[config.mk]
export PLATFORM = sky130hd
export DESIGN_NAME = op_memory_scanner
export DESIGN_NICKNAME = d
export VERILOG_FILES = /design/src/rtl/op_memory_scanner.sv
export SDC_FILE = /design/constraint.sdc
export NUM_CORES = 1
export LEC_CHECK = 0
export BUFFER_PORTS_ARGS = -buffer_cell sky130_fd_sc_hd__buf_4
export CAP_MARGIN = 25
export CELL_PAD_IN_SITES_DETAIL_PLACEMENT = 0
export CELL_PAD_IN_SITES_GLOBAL_PLACEMENT = 1
export CORE_AREA = 3 3 90 92
export DETAILED_ROUTE_END_ITERATION = 7
export DIE_AREA = 0 0 93 95
export PLACE_DENSITY = 0.9
export SLEW_MARGIN = 15
export SYNTH_ARGS = -nofsm -noshare
export SYNTH_HDL_FRONTEND = slang
export SYNTH_SLANG_ARGS = --single-unit
[constraint.sdc]
create_clock -name i_clk -period 6.2 [get_ports i_clk]
set_clock_uncertainty 0.2 [all_clocks]
set_input_delay 0.31 -clock i_clk [delete_from_list [all_inputs] [get_ports i_clk]]
set_output_delay 0.31 -clock i_clk [all_outputs]
set_load 0.1 [all_outputs]
[src/rtl/op_memory_scanner.sv]
// Scans the 128-entry operational memory through its gl read port once per next_screen
// pulse and streams the active square descriptors to the renderer over valid/ready.
module op_memory_scanner #(
   parameter int ADDR_W     = 7,
   parameter int DATA_W     = 11,
   parameter int DEPTH      = 128,
   parameter int ACTIVE_BIT = 10
) (
   input  logic              i_clk,
   input  logic              i_rst_n,
   input  logic              i_next_screen,
   output logic [ADDR_W-1:0] o_address_read_gl,
   input  logic [DATA_W-1:0] i_data_read_gl,
   output logic              o_new_state,
   output logic              o_sq_valid,
   input  logic              i_sq_ready,
   output logic [DATA_W-1:0] o_sq_data,
   output logic [ADDR_W-1:0] o_sq_index,
   output logic              o_busy,
   output logic              o_frame_done,
   output logic [ADDR_W:0]   o_sq_count,
   output logic              o_overrun
);

   typedef enum logic [1:0] {S_IDLE, S_ARM, S_SCAN, S_DRAIN} state_t;

   state_t            r_state;
   logic [ADDR_W-1:0] r_ia;
   logic [ADDR_W-1:0] r_pipe_idx;
   logic              r_in_flight;
   logic [DATA_W-1:0] r_fifo_data [2];
   logic [ADDR_W-1:0] r_fifo_idx  [2];
   logic              r_rd_ptr;
   logic              r_wr_ptr;
   logic [1:0]        r_fifo_cnt;
   logic [ADDR_W:0]   r_run_cnt;
   logic [ADDR_W:0]   r_sq_count;
   logic              r_busy;
   logic              r_new_state;
   logic              r_frame_done;
   logic              r_overrun;
   logic              r_post_rst;

   logic       w_push;
   logic       w_pop;
   logic [1:0] w_cnt_next;
   logic [1:0] w_credit;
   logic       w_issue;
   logic       w_last;

   assign w_push     = r_in_flight & i_data_read_gl[ACTIVE_BIT];
   assign w_pop      = (r_fifo_cnt != 2'd0) & i_sq_ready;
   assign w_cnt_next = r_fifo_cnt + 2'(w_push) - 2'(w_pop);
   // Credit counts the entry leaving this cycle as free, so a streaming renderer sees one
   // issue per clock while the 2-deep FIFO can never be overfilled when it stalls.
   assign w_credit   = r_fifo_cnt - 2'(w_pop) + 2'(r_in_flight);
   assign w_issue    = (r_state == S_SCAN) && (w_credit < 2'd2);
   assign w_last     = (r_ia == ADDR_W'(DEPTH - 1));

   always_ff @(posedge i_clk or negedge i_rst_n) begin
      if (!i_rst_n) begin
         r_state      <= S_IDLE;
         r_ia         <= '0;
         r_pipe_idx   <= '0;
         r_in_flight  <= 1'b0;
         r_rd_ptr     <= 1'b0;
         r_wr_ptr     <= 1'b0;
         r_fifo_cnt   <= 2'd0;
         r_run_cnt    <= '0;
         r_sq_count   <= '0;
         r_busy       <= 1'b0;
         r_new_state  <= 1'b0;
         r_frame_done <= 1'b0;
         r_overrun    <= 1'b0;
         r_post_rst   <= 1'b0;
         for (int k = 0; k < 2; k++) begin
            r_fifo_data[k] <= '0;
            r_fifo_idx[k]  <= '0;
         end
      end else begin
         r_new_state  <= 1'b0;
         r_frame_done <= 1'b0;
         // First clock after reset hands the read port back to the editor.
         if (!r_post_rst) begin
            r_post_rst  <= 1'b1;
            r_new_state <= 1'b1;
         end
         if (i_next_screen && r_state != S_IDLE)
            r_overrun <= 1'b1;

         if (w_push) begin
            r_fifo_data[r_wr_ptr] <= i_data_read_gl;
            r_fifo_idx[r_wr_ptr]  <= r_pipe_idx;
            r_wr_ptr              <= ~r_wr_ptr;
            r_run_cnt             <= r_run_cnt + (ADDR_W+1)'(1);
         end
         if (w_pop)
            r_rd_ptr <= ~r_rd_ptr;
         r_fifo_cnt  <= w_cnt_next;
         r_in_flight <= w_issue;
         if (w_issue)
            r_pipe_idx <= r_ia;

         case (r_state)
            S_IDLE: begin
               if (i_next_screen) begin
                  r_state   <= S_ARM;
                  r_busy    <= 1'b1;
                  r_ia      <= '0;
                  r_run_cnt <= '0;
               end
            end
            S_ARM: r_state <= S_SCAN;
            S_SCAN: begin
               if (w_issue) begin
                  if (w_last) r_state <= S_DRAIN;
                  else        r_ia    <= r_ia + ADDR_W'(1);
               end
            end
            S_DRAIN: begin
               if (!r_in_flight && w_cnt_next == 2'd0) begin
                  r_state      <= S_IDLE;
                  r_busy       <= 1'b0;
                  r_new_state  <= 1'b1;
                  r_frame_done <= 1'b1;
                  r_sq_count   <= r_run_cnt;
               end
            end
            default: r_state <= S_IDLE;
         endcase
      end
   end

   assign o_address_read_gl = r_ia;
   assign o_new_state       = r_new_state;
   assign o_sq_valid        = (r_fifo_cnt != 2'd0);
   assign o_sq_data         = r_fifo_data[r_rd_ptr];
   assign o_sq_index        = r_fifo_idx[r_rd_ptr];
   assign o_busy            = r_busy;
   assign o_frame_done      = r_frame_done;
   assign o_sq_count        = r_sq_count;
   assign o_overrun         = r_overrun;

endmodule

Word-level counts from Yosys, hierarchy flattened
Index checks and enable logic that the tools add are counted.
Widths: inputs -> output; s select.
{"block": "totals", "reg_bits": 78, "word_cells": 90}
{"block": "classes", "n_addsub": 6, "n_lt_le_gt_ge": 4, "eq_ne": 9, "reduce_logical": 15, "mux": 32, "n_bitwise": 6}
{"cell": "$mux 7", "count": 7}
{"cell": "$mux 11", "count": 4}
{"cell": "$mux 8", "count": 3}
{"cell": "$bwmux 22", "count": 1}
{"cell": "$bwmux 14", "count": 1}
{"cell": "$pmux 7 s2", "count": 1}
{"cell": "$demux 11 s1", "count": 1}
{"cell": "$ne 2x2->1 const B", "count": 5}
{"cell": "$add 8x1->8 const B", "count": 1}
{"cell": "$mux 2", "count": 4}
{"cell": "$pmux 2 s4", "count": 1}
{"cell": "$reduce_and 4->1", "count": 2}
{"cell": "$reduce_bool 2->1", "count": 4}
{"cell": "$add 7x1->7 const B", "count": 1}
{"cell": "$demux 7 s1", "count": 1}
{"cell": "$eq 7x7->1 const B", "count": 1}
{"cell": "$mux 1", "count": 7}
{"cell": "$add 2x1->2", "count": 2}
{"cell": "$eq 2x2->1 const B", "count": 2}
{"cell": "$ge 2x2->1 const B", "count": 2}
{"cell": "$logic_and 1x1->1", "count": 4}
{"cell": "$logic_not 2->1", "count": 2}
{"cell": "$not 1->2", "count": 2}
{"cell": "$sub 2x1->2", "count": 2}
{"cell": "other kinds (9)", "count": 11}

Longest topological paths before layout
Gate-level depths: netlist of run 1.
{"block": "depth", "depth_word": 8, "depth_mapped": 9, "mapped_depth_nobuf": 9}

Worst setup path after synthesis of run 1
OpenSTA, ideal clock, no wires.
{"block": "synth_timing", "path_type": "register to register", "startpoint": "register r_fifo_cnt[1]", "endpoint": "register r_state[1]", "required_time_ns": 5.872, "t_arrival_ns": 2.697, "setup_slack_ns": 3.176, "setup_ns": 0.128, "stages_incl_launch_ff": 9, "synth_period_minus_slack_ns": 3.024, "path_buffers": 0, "cell_sequence": "dfrtp_1 -> or2_2 -> nand2_1 -> xnor2_1 -> ha_1 -> or3_1 -> o311a_1 -> a211oi_2 -> mux2_1"}
{"block": "synth_between", "elab_cells_between_ends": 13, "classes_between": "4 x add/sub; 1 x order compare; 2 x eq/ne; 1 x bitwise; 5 x reduce/logical"}
{"item": "start, declared", "line_no": "35", "rtl": "logic [1:0] r_fifo_cnt;"}
{"item": "start signal, assigned", "line_no": "99", "rtl": "r_fifo_cnt <= w_cnt_next;"}
{"item": "$reduce_bool 2->1"}
{"item": "via o_sq_valid", "line_no": "15", "rtl": "output logic o_sq_valid,"}
{"item": "$and 1x1->1", "line_no": "52", "rtl": "assign w_pop = (r_fifo_cnt != 2'd0) & i_sq_ready;"}
{"item": "$sub 2x1->2", "line_no": "53", "rtl": "assign w_cnt_next = r_fifo_cnt + 2'(w_push) - 2'(w_pop);"}
{"item": "via w_cnt_next[0]", "line_no": "46", "rtl": "logic [1:0] w_cnt_next;"}
{"item": "$logic_not 2->1", "line_no": "121", "rtl": "if (!r_in_flight && w_cnt_next == 2'd0) begin"}
{"item": "$logic_and 1x1->1", "line_no": "121"}
{"item": "$ne 2x2->1 (no line)"}
{"item": "$reduce_and 4->1 (no line)"}
{"item": "end signal, assigned", "line_no": "116", "rtl": "if (w_last) r_state <= S_DRAIN;"}
{"item": "end signal, assigned", "line_no": "122", "rtl": "r_state <= S_IDLE;"}
{"item": "end signal, assigned", "line_no": "129", "rtl": "default: r_state <= S_IDLE;"}
{"item": "end, declared", "line_no": "27", "rtl": "state_t r_state;"}
The timed path passes the listed nets, and every way through them passes these cells.
A chain may end at the register's enable or synchronous reset.

Worst setup path after layout of run 1
{"block": "layout_timing", "startpoint": "register r_fifo_cnt[1]", "endpoint": "register r_state[1]"}
{"block": "layout_between", "elab_cells_between_ends": 13, "classes_between": "4 x add/sub; 1 x order compare; 2 x eq/ne; 1 x bitwise; 5 x reduce/logical"}
{"item": "$reduce_bool 2->1", "line_no": "52"}
{"item": "$and 1x1->1", "line_no": "52"}
{"item": "$sub 2x1->2", "line_no": "53"}
{"item": "via w_cnt_next[0]", "line_no": "46"}
{"item": "$logic_not 2->1", "line_no": "121"}
{"item": "$logic_and 1x1->1", "line_no": "121"}
{"item": "$ne 2x2->1 (no line)"}
{"item": "$reduce_and 4->1 (no line)"}
The timed path passes the listed nets, and every way through them passes these cells.

==> impl_metrics.py, run 1 <==
metrics = {
    "status": {
        "status": "completed",
    },
    "cells_and_area": {
        "fin_nets": 373,
        "num-fill-cells": 611,
        "layout-drive-gt1-share": 0.364,
        "multi_input_area_um2": 1550,
        "antenna_cells": 0,
        "area_growth_pct": 21.3,
        "regArea_um2": 1950,
    },
    "worst_setup_path": {
        "crit_start": "r_fifo_cnt[1]$_DFF_PN0_",
        "timing.rr.start": "r_fifo_cnt[1]$_DFF_PN0_",
        "slowest_stage": "dfrtp_1",
        "crit_path_end_kind": "flop",
        "rr_worst_depth": 8,
        "cp_slowest_stage_delay_ns": 0.46,
        "critPathMaxFanout": 8,
        "r2r-end": "r_state[1]$_DFFE_PN0P_",
        "path_cells": "or2_2, nand2_1, xnor2_1, ha_1, or3_1, o311a_1, a211oi_2, mux2_1",
        "arrival_ns": 2.88,
        "crit_type": "flop to flop",
        "cp-start-kind": "flop",
        "reg2reg_setup_slack_ns": 3.34,
        "required_ns": 6.22,
    },
    "synth": {
        "synthCells": 291,
        "synthMuxAreaShare": 0.213,
        "synth-adder-area-share": 0.0209,
        "synth_ff_type": "dfrtp_1",
        "ys_types": 53,
        "synthArstFlopShare": 1.00,
        "synth_top_family_by_area": "multiplexers",
        "synth_seq_area_share": 0.543,
        "yosys-top-cells-area": "dfrtp_1, mux2_2, nand2_1, mux2_1, mux2_4",
        "synthTopCellsByCount": "dfrtp_1, mux2_2, nand2_1",
        "netlist_area_um2": 3590,
        "synth.top_cell.area_share": 0.543,
        "synth-compound-area-share": 0.0731,
        "synthSimpleGateAreaFrac": 0.102,
        "yosysWarnings": 0,
        "synth.most_common_cell": "dfrtp_1",
        "yosys.area.top_type": "dfrtp_1",
        "ys_seq_elements": 78,
        "synth_area_per_cell_um2": 12.3,
        "synthesis.nets": 312,
        "synth-edff-count": 0,
        "synth_xor_area_frac": 0.0195,
    },
    "placed_design": {
        "dp_hpwl_mm": 4.58,
        "place.gp.congestion": 0.867,
        "portBuffers": 52,
    },
    "drt": {
        "routed_wl_mm": 6.81,
        "post_drt_wl_per_cell_um": 14.9,
        "vias": 2393,
        "drcViolationCount": 0,
        "viasPerCell": 5.25,
        "postRouteAntennaNets": 0,
        "initialDrtViolationCount": 117,
        "firstDrtPassIters": 4,
    },
    "flow_run": {
        "maxCapViolations": 0,
    },
    "global_routing": {
        "grt_first_pass_wirelength_mm": 11.5,
        "antenna_found_initial": 0,
        "grt_max_degree": 79,
        "overflow": 0,
        "track_usage": 0.163,
        "grt_pass1_vias": 2385,
    },
    "timing": {
        "hold_viol": 0,
        "rsz0062_at_grt": "no",
        "finalSetupTns_ns": 0,
        "max_slew_margin": 0.367,
        "post-route-min-period_ns": 2.86,
        "setup_viol": 0,
        "finalCritPeriodShare": 0.462,
        "worst_pin_slew_ns": 0.949,
        "slew_violations": 0,
        "max_freq_ghz": 0.349,
    },
    "die": {
        "core_region_area_um2": 7290,
        "pin_count": 53,
        "die_w_um": 93,
        "die_h_um": 95,
        "floorplan.initialDensity": 0.493,
        "die-area_um2": 8840,
        "rows": 31,
    },
    "min_path": {
        "hold_depth": 2,
        "hp-class": "input pin to flop",
        "min_from": "i_data_read_gl[2]",
        "hold_path_end": "r_fifo_data[13]$_DFFE_PN0P_",
    },
    "clock_network": {
        "clock-root-buffer": "clkbuf_8",
        "cts_resized": 0,
        "htreeDepth": 3,
        "cts_buffers": 9,
        "path_clk_slew_ns": 0.08,
        "hold_buffers": 8,
        "insertion_delay_ns": 0.33,
        "cts_tree": "yes",
        "postCtsSetupBuffers": 0,
        "clock_path_buffers": 2,
        "clock_sinks": 78,
    },
}
## state kept, by name, summed over array words and instances (netlist names)
register           cells
o_sq_count             8
o_address_read_gl      7
r_wr_ptr               1
r_run_cnt              8
r_post_rst             1
r_in_flight            1
o_busy                 1
o_frame_done           1
r_fifo_cnt             2
r_rd_ptr               1
r_fifo_idx            14
r_pipe_idx             7
r_fifo_data           22
o_new_state            1
r_state                2
o_overrun              1
## per-stage QoR
step | cells | hold slack, ns | setup WS, ns | util | cell area [µm²]
global placement | 430 | 0.206 | 3.24 | 0.555 | 4050
global route | 456 | 0.00172 | 3.17 | 0.598 | 4360
finish | 456 | 0.0141 | 3.34 | 0.598 | 4360
floorplan | 291 | -0.186 | 3.18 | - | 3590
detailed placement | 430 | 0.202 | 3.14 | 0.555 | 4050
CTS | 454 | 0.000426 | 3.13 | 0.593 | 4330
## layout by cell type, fill, tap and decap left out, types with 5 or more instances in the layout
| cell type | n |
|---|---|
| nor2_1 | 10 |
| a21oi_1 | 5 |
| mux2_4 | 7 |
| buf_4 | 53 |
| ha_1 | 6 |
| nand3_1 | 5 |
| nand2_1 | 35 |
| nand2b_1 | 6 |
| dlygate4sd3_1 | 8 |
| inv_1 | 8 |
| mux2_1 | 10 |
| mux2_2 | 44 |
| clkbuf_8 | 9 |
| dfrtp_1 | 78 |
## critical path: cells and delay by family, from the launching register on
| family | cells | cell delay, ns |
|---|---|---|
| AO/OA/AOI/OAI | 2 | 0.57 |
| AND/OR/NAND/NOR | 3 | 0.73 |
| XOR/XNOR | 1 | 0.15 |
| multiplexers | 1 | 0.34 |
| flip-flops | 1 | 0.46 |
| adder cells (fa/ha/maj) | 1 | 0.28 |
## worst max path at each step
stage	cells after the start	end
2_1_floorplan	8	r_state[1]$_DFFE_PN0P_
3_3_place_gp	8	o_sq_count[0]$_DFFE_PN0P_
3_5_place_dp	8	o_sq_count[0]$_DFFE_PN0P_
4_1_cts	8	o_sq_count[0]$_DFFE_PN0P_
5_1_grt	8	r_state[1]$_DFFE_PN0P_
6_report	8	r_state[1]$_DFFE_PN0P_
## metal layers
metal	global-route usage	routed length, µm	vias to the layer above
met2	0.263	3210	60
met3	0.0263	307	6
met1	0.225	3240	1176
met4	0.0537	52	0
li1	-	-	1151
met5	0	0	-
## cell type report
cell class,count,area share
clock buffers,10,0.0293
clock inverters,6,0.0166
inverters,9,0.00775
multi-input cells,192,0.354
flip-flops and latches,78,0.448
well taps,99,0.0284
repair buffers,62,0.116
## cells by family (layout without fill, tap and decap cells)
family                     after synthesis  after routing
AOI/OAI and AO/OA                       34             34
adders and majority gates                6              6
DFF                                     78             78
muxes                                   66             66
buffers and inverters                   21             87
other                                    1              1
xor gates and xnor gates                 8              8
and+or+nand+nor                         77             77
Power of run 1 is not shown: default switching activity piles up to over one toggle a cycle in this logic, so the estimate is an artifact.
==> run 2, diff against run 1 <==
Settings changed: ABC_AREA from default to 1, CORE_AREA 3 3 90 92 to 3 3 97 99, DIE_AREA 0 0 93 95 to 0 0 100 102, PLACE_DENSITY 0.9 to 0.85.
Clock period 6.2 ns to 3 ns, I/O delays scaled along.
==> run 2 against run 1 <==
Compared with the run above:
- via count is 19% higher
- worst hold slack gained 0.078 ns
- area after synthesis increased by 2.3%
==> impl_metrics.py, run 2 <==
metrics = {
    "clock_network": {
        "postCtsSetupBuffers": 0,
        "cts_buffers": 9,
        "cts_tree": "yes",
        "path_clk_slew_ns": 0.09,
        "clock_path_buffers": 2,
        "clock-root-buffer": "clkbuf_8",
        "clock_sinks": 78,
        "hold_buffers": 15,
        "htreeDepth": 3,
        "insertion_delay_ns": 0.34,
        "cts_resized": 0,
    },
    "pwr": {
        "peakVddDrop_mv": 0.626,
        "power_leakage_nw": 2.28,
        "p_per_area_nw_per_um2": 1140,
    },
    "cells_and_area": {
        "antenna_cells": 0,
        "num-fill-cells": 808,
        "layout.cells.non_filler": 609,
        "layout_commonest_cell": "nand2_1",
        "mostFrequentLayoutCells": "nand2_1, dfrtp_1, buf_4",
        "layout-drive-gt1-share": 0.230,
        "area_growth_pct": 22.2,
        "fin_nets": 517,
        "regMostFlops": "r_fifo_data",
        "multi_input_area_um2": 1440,
        "top_regs": "r_fifo_data: 22 flops, r_fifo_idx: 14 flops",
        "post-route-util": 0.520,
        "largest_register_ff_count": 22,
        "regArea_um2": 1950,
    },
    "worst_setup_path": {
        "crit_path_end_kind": "flop",
        "cp-start-kind": "flop",
        "crit_type": "flop to flop",
        "critPathMaxFanout": 14,
        "required_ns": 3.08,
        "arrival_ns": 2.29,
    },
    "flow_run": {
        "maxCapViolations": 0,
    },
    "synth": {
        "synthTopCellsByCount": "nand2_1, dfrtp_1, inv_1",
        "yosys-top-cells-area": "dfrtp_1, nand2_1, o21ai_2, o21ai_0, inv_1",
        "yosys.area.top_type": "dfrtp_1",
        "yosysWarnings": 0,
        "synthCells": 429,
        "ys_types": 34,
        "synthesis.nets": 450,
        "synth.top_cell.area_share": 0.531,
        "synth_ff_type": "dfrtp_1",
        "synth_area_per_cell_um2": 8.57,
        "netlist_area_um2": 3680,
        "synthArstFlopShare": 1.00,
        "synth.most_common_cell": "nand2_1",
        "synth-edff-count": 0,
        "ys_seq_elements": 78,
        "synth_seq_area_share": 0.531,
    },
    "die": {
        "pin_count": 53,
        "die-area_um2": 10200,
        "rows": 34,
        "die_w_um": 100,
        "die_h_um": 102,
        "core_region_area_um2": 8640,
        "floorplan.initialDensity": 0.426,
    },
    "global_routing": {
        "track_usage": 0.151,
        "grt_first_pass_wirelength_mm": 12.4,
        "grt_max_degree": 79,
        "globalRouteMet3Util": 0.0410,
        "grt_pass1_vias": 2704,
        "grt_use_met2": 0.239,
        "grt_busiest_layer": "met2",
        "overflow": 0,
        "antenna_found_initial": 0,
        "grtUsageMet1": 0.209,
    },
    "timing": {
        "max_freq_ghz": 0.451,
        "post-route-min-period_ns": 2.22,
        "slew_violations": 0,
        "hold_viol": 0,
        "setup_viol": 0,
        "max_slew_margin": 0.616,
        "finalSetupTns_ns": 0,
        "rsz0062_at_grt": "no",
        "finalCritPeriodShare": 0.739,
        "worst_pin_slew_ns": 0.574,
    },
    "drt": {
        "firstDrtPassIters": 4,
        "routed_wl_mm": 7.38,
        "viasPerCell": 4.68,
        "post_drt_wl_per_cell_um": 12.1,
        "drcViolationCount": 0,
        "vias": 2849,
        "initialDrtViolationCount": 153,
        "postRouteAntennaNets": 0,
    },
    "placed_design": {
        "portBuffers": 52,
        "dp.cells": 577,
        "dp_hpwl_mm": 4.83,
        "place.gp.congestion": 0.810,
    },
    "status": {
        "status": "completed",
    },
    "min_path": {
        "hp-class": "input pin to asynchronous set/reset pin",
    },
}
-- run 2: cell types whose count changed after synthesis, moves of 10 or more --
cell	change
inv_1	+37
mux2_1	-10
mux2_2	-44
nand2_1	+116
o21ai_0	+32
o21ai_2	+24
-- run 2: cells by family after synthesis --
logic type / after synthesis / share of synthesized area
AO/OA/AOI/OAI: 73 / 0.127
other: 1 / 0.00102
flip-flops: 78 / 0.531
AND/OR/NAND/NOR: 207 / 0.242
adder cells (fa/ha/maj): 6 / 0.0204
XOR/XNOR: 1 / 0.00238
buffers and inverters: 63 / 0.0766
-- run 2: layout make-up --
cell class	instances	area share
clock buffer	9	0.0276
clock inverter	7	0.0175
inverter	49	0.0412
multi-input combinational	288	0.321
sequential	78	0.434
tap	108	0.0301
timing repair buffer	70	0.128
-- run 2: path summary, 6_finish.rpt --
path	from	end	slack [ns]	cells after the start
setup reg to reg	r_in_flight$_DFF_PN0_	o_sq_count[0]$_DFFE_PN0P_	0.78	10
max in group asynchronous	i_rst_n	r_pipe_idx[5]$_DFFE_PN0P_	1.92	3
hold reg to reg	r_post_rst$_DFF_PN0_	o_new_state$_DFF_PN0_	0.23	1
setup / recovery	r_in_flight$_DFF_PN0_	o_sq_count[0]$_DFFE_PN0P_	0.78	10
hold / removal	i_rst_n	r_fifo_data[16]$_DFFE_PN0P_	0.09	2
min in group i_clk	r_post_rst$_DFF_PN0_	o_new_state$_DFF_PN0_	0.23	1
-- run 2: through the flow --
step	worst slack (ns)	total power, mW	cell area [µm²]	hold slack [ns]
3_5_place_dp	0.780	4.35	4120	0.171
6_report	0.782	5.14	4490	0.0923
3_3_place_gp	0.865	4.30	4120	0.170
2_1_floorplan	0.655	3.82	3680	-0.346
4_1_cts	0.767	5.18	4470	0.234
5_1_grt	0.556	5.45	4490	0.114
-- run 2: report_power, final --
part / leakage [nW] / switching [mW] / internal [mW] / total, mW
registers: 1.01 / 0.195 / 1.34 / 1.53
logic: 1.17 / 2.17 / 0.622 / 2.80
clock network: 0.0929 / 0.412 / 0.393 / 0.805
total: 2.28 / 2.78 / 2.35 / 5.14
-- run 2: layer usage --
layer  wire length (µm)  share of wire  vias to the layer above
li1                   -              -                     1476
met1               3680           0.50                     1310
met2               3300           0.45                       56
met3                335          0.045                        7
met4                 67         0.0091                        0
met5                  0              0                        -
-- run 2: critical path, stage by stage (launching register included) --
cell and delay, ns:
dfrtp_1 0.46, nand2_4 0.15, clkinv_2 0.13, nand2_1 0.09, nand2_1 0.05, ha_1 0.30, nor2_1 0.18, nand3_4 0.13
nor2_4 0.27, nor2_1 0.07, a21oi_1 0.12
(Power assumes the default switching activity.)
==> run 3, diff against run 2 <==
Settings changed: CORE_AREA 3 3 97 99 to 3 3 102 104, DIE_AREA 0 0 100 102 to 0 0 105 107, PLACE_DENSITY 0.85 to 0.81.
Clock period 3 ns to 1.9 ns, I/O delays scaled along.
==> run 3 against run 2 <==
Compared with the run above:
- the run now ends with hold timing, setup timing left
- via count increased by 3.3%
- fmax increased by 10%
- combinational power up 74%
- non-clock buffer count increased by 20
- die area rose by 10%
- global-route usage about the same
- final area rose by 6.5%
- power increased by 67%
- setup slack lost 0.90 ns
- clock-buffer cell count stayed put
- critical path type unchanged
- critical endpoint is now o_sq_count[5]$_DFFE_PN0P_
- highest routed layer unchanged
==> impl_metrics.py, run 3 (synthesis gave the netlist of run 2 again) <==
metrics = {
    "global_routing": {
        "grt_pass1_vias": 2950,
        "grt_max_degree": 36,
        "overflow": 0,
        "antenna_found_initial": 0,
        "track_usage": 0.151,
        "grt_first_pass_wirelength_mm": 13.8,
    },
    "die": {
        "core_region_area_um2": 9640,
        "die_w_um": 105,
        "floorplan.initialDensity": 0.381,
        "die_h_um": 107,
        "pin_count": 53,
        "die-area_um2": 11200,
        "rows": 36,
    },
    "timing": {
        "max_freq_ghz": 0.497,
        "max_slew_margin": 0.612,
        "worst_pin_slew_ns": 0.580,
        "fin_hold_ws_ns": -0.00312,
        "setup_ws_ns": -0.114,
        "hold_viol": 1,
        "finalCritPeriodShare": 1.06,
        "slew_violations": 0,
        "rsz0062_at_grt": "yes",
        "finalSetupTns_ns": -0.821,
        "setup_viol": 11,
        "post-route-min-period_ns": 2.01,
    },
    "drt": {
        "drcViolationCount": 0,
        "viasPerCell": 4.50,
        "routed_wl_mm": 7.80,
        "initialDrtViolationCount": 126,
        "firstDrtPassIters": 4,
        "postRouteAntennaNets": 0,
        "post_drt_wl_per_cell_um": 11.9,
        "vias": 2943,
    },
    "cells_and_area": {
        "area_growth_pct": 30.2,
        "mostFrequentLayoutCells": "nand2_1, dfrtp_1, buf_4",
        "regArea_um2": 1970,
        "layout-drive-gt1-share": 0.294,
        "post-route-util": 0.496,
        "num-fill-cells": 955,
        "largest_register_ff_count": 22,
        "fin_nets": 537,
        "post-route-cell-area_um2": 4780,
        "top_regs": "r_fifo_data: 22 flops, r_fifo_idx: 14 flops",
        "antenna_cells": 0,
        "regMostFlops": "r_fifo_data",
        "layout_commonest_cell": "nand2_1",
        "multi_input_area_um2": 1500,
        "layout.cells.non_filler": 654,
    },
    "placed_design": {
        "dp.cells": 621,
        "dp_hpwl_mm": 5.25,
        "place.gp.congestion": 0.796,
        "placed_area_um2": 4390,
        "portBuffers": 52,
    },
    "clock_network": {
        "insertion_delay_ns": 0.34,
        "cts_buffers": 9,
        "path_clk_slew_ns": 0.09,
        "clock_sinks": 78,
        "clock-root-buffer": "clkbuf_8",
        "htreeDepth": 3,
        "cts_tree": "yes",
        "clock_path_buffers": 2,
    },
    "worst_setup_path": {
        "arrival_ns": 2.09,
        "crit_path_end_kind": "flop",
        "critPathMaxFanout": 14,
        "cp_slowest_stage_delay_ns": 0.43,
        "reg2reg_setup_slack_ns": -0.11,
        "cp-start-kind": "flop",
        "required_ns": 1.97,
        "crit_top_cell": "nand2_1",
        "slowest_stage": "dfrtp_1",
        "crit_type": "flop to flop",
        "path_cells": "nor2_2, nor2_2, inv_1, nand2_1, nand2_1, ha_2, nand2_1, nand2_2, inv_2, nand2_4, nand3_4, nor2_4, buf_12, nor2_1, a21oi_1",
    },
    "flow_run": {
        "maxCapViolations": 0,
    },
    "pwr": {
        "peakVddDrop_mv": 1.01,
        "p_per_area_nw_per_um2": 1790,
        "power_leakage_nw": 2.38,
    },
    "min_path": {
        "hp-class": "input pin to flop",
    },
    "status": {
        "status": "finished, violations left",
        "violations": "hold timing, setup timing",
    },
}
run 3: cell count changes in the layout (fill, tap and decap cells not counted), moves of 3 or more:
| cell | previous run | this run |
|---|---|---|
| buf_4 | 54 | 70 |
| dfrtp_1 | 78 | 71 |
| dfrtp_2 | 0 | 5 |
| o21ai_0 | 35 | 31 |
| buf_12 | 1 | 4 |
| o21ai_1 | 1 | 4 |
run 3: routing by layer:
layer / routed length (µm) / track usage / part of all wire / vias to the layer above
met1: 3830 / 0.208 / 0.49 / 1342
met3: 370 / 0.0283 / 0.047 / 10
met4: 119 / 0.0562 / 0.015 / 0
li1: - / - / - / 1525
met2: 3480 / 0.239 / 0.45 / 66
met5: 0 / 0 / 0 / -
run 3: final timing paths:
check | endpoint | cells after the start | startpoint
max | o_sq_count[5]$_DFFE_PN0P_ | 15 | r_fifo_cnt[1]$_DFF_PN0_
min | r_fifo_cnt[0]$_DFF_PN0_ | 4 | i_sq_ready
max reg2reg | o_sq_count[5]$_DFFE_PN0P_ | 15 | r_fifo_cnt[1]$_DFF_PN0_
min reg2reg | o_new_state$_DFF_PN0_ | 1 | r_post_rst$_DFF_PN0_
max in group asynchronous | r_fifo_data[18]$_DFFE_PN0P_ | 3 | i_rst_n
min in group asynchronous | r_run_cnt[3]$_DFF_PN0_ | 3 | i_rst_n
run 3: what timing repair did:
action / in CTS / in global routing
resized for setup: 4 / 6
setup endpoints to repair: 28 / 20
pin swaps: 1 / 2
hold buffers: 16 / 0
endpoints found under the hold margin: 103 / 0
buffers inserted: 1 / 0
run 3: metrics by stage:
stage               total power, mW  setup slack [ns]  hold slack [ns]
finish                         8.57            -0.114         -0.00312
global route                   9.12            -0.236          0.00642
CTS                            8.60            -0.119          -0.0182
detailed placement             7.23            -0.103           -0.178
global placement               7.16           -0.0196           -0.177
floorplan                      6.12            -0.175           -0.401
run 3: power by group:
part,switching [mW],internal [mW]
Combinational,3.60,1.28
Sequential,0.283,2.12
Clock,0.656,0.625
Total,4.54,4.03
run 3: layout make-up:
class / count / area share
Clock inverter: 7 / 0.0170
Sequential cell: 78 / 0.411
Inverter: 49 / 0.0390
Clock buffer: 9 / 0.0259
Multi-Input combinational cell: 288 / 0.312
Tap cell: 133 / 0.0348
Timing Repair Buffer: 90 / 0.160
run 3: worst max-delay path: cells and delay by family, from the launching register on:
family          cells  cell delay (ns)
fa+ha+maj           1             0.17
flops               1             0.43
simple gates       10             0.78
compound gates      1             0.11
buf+inv             3             0.23
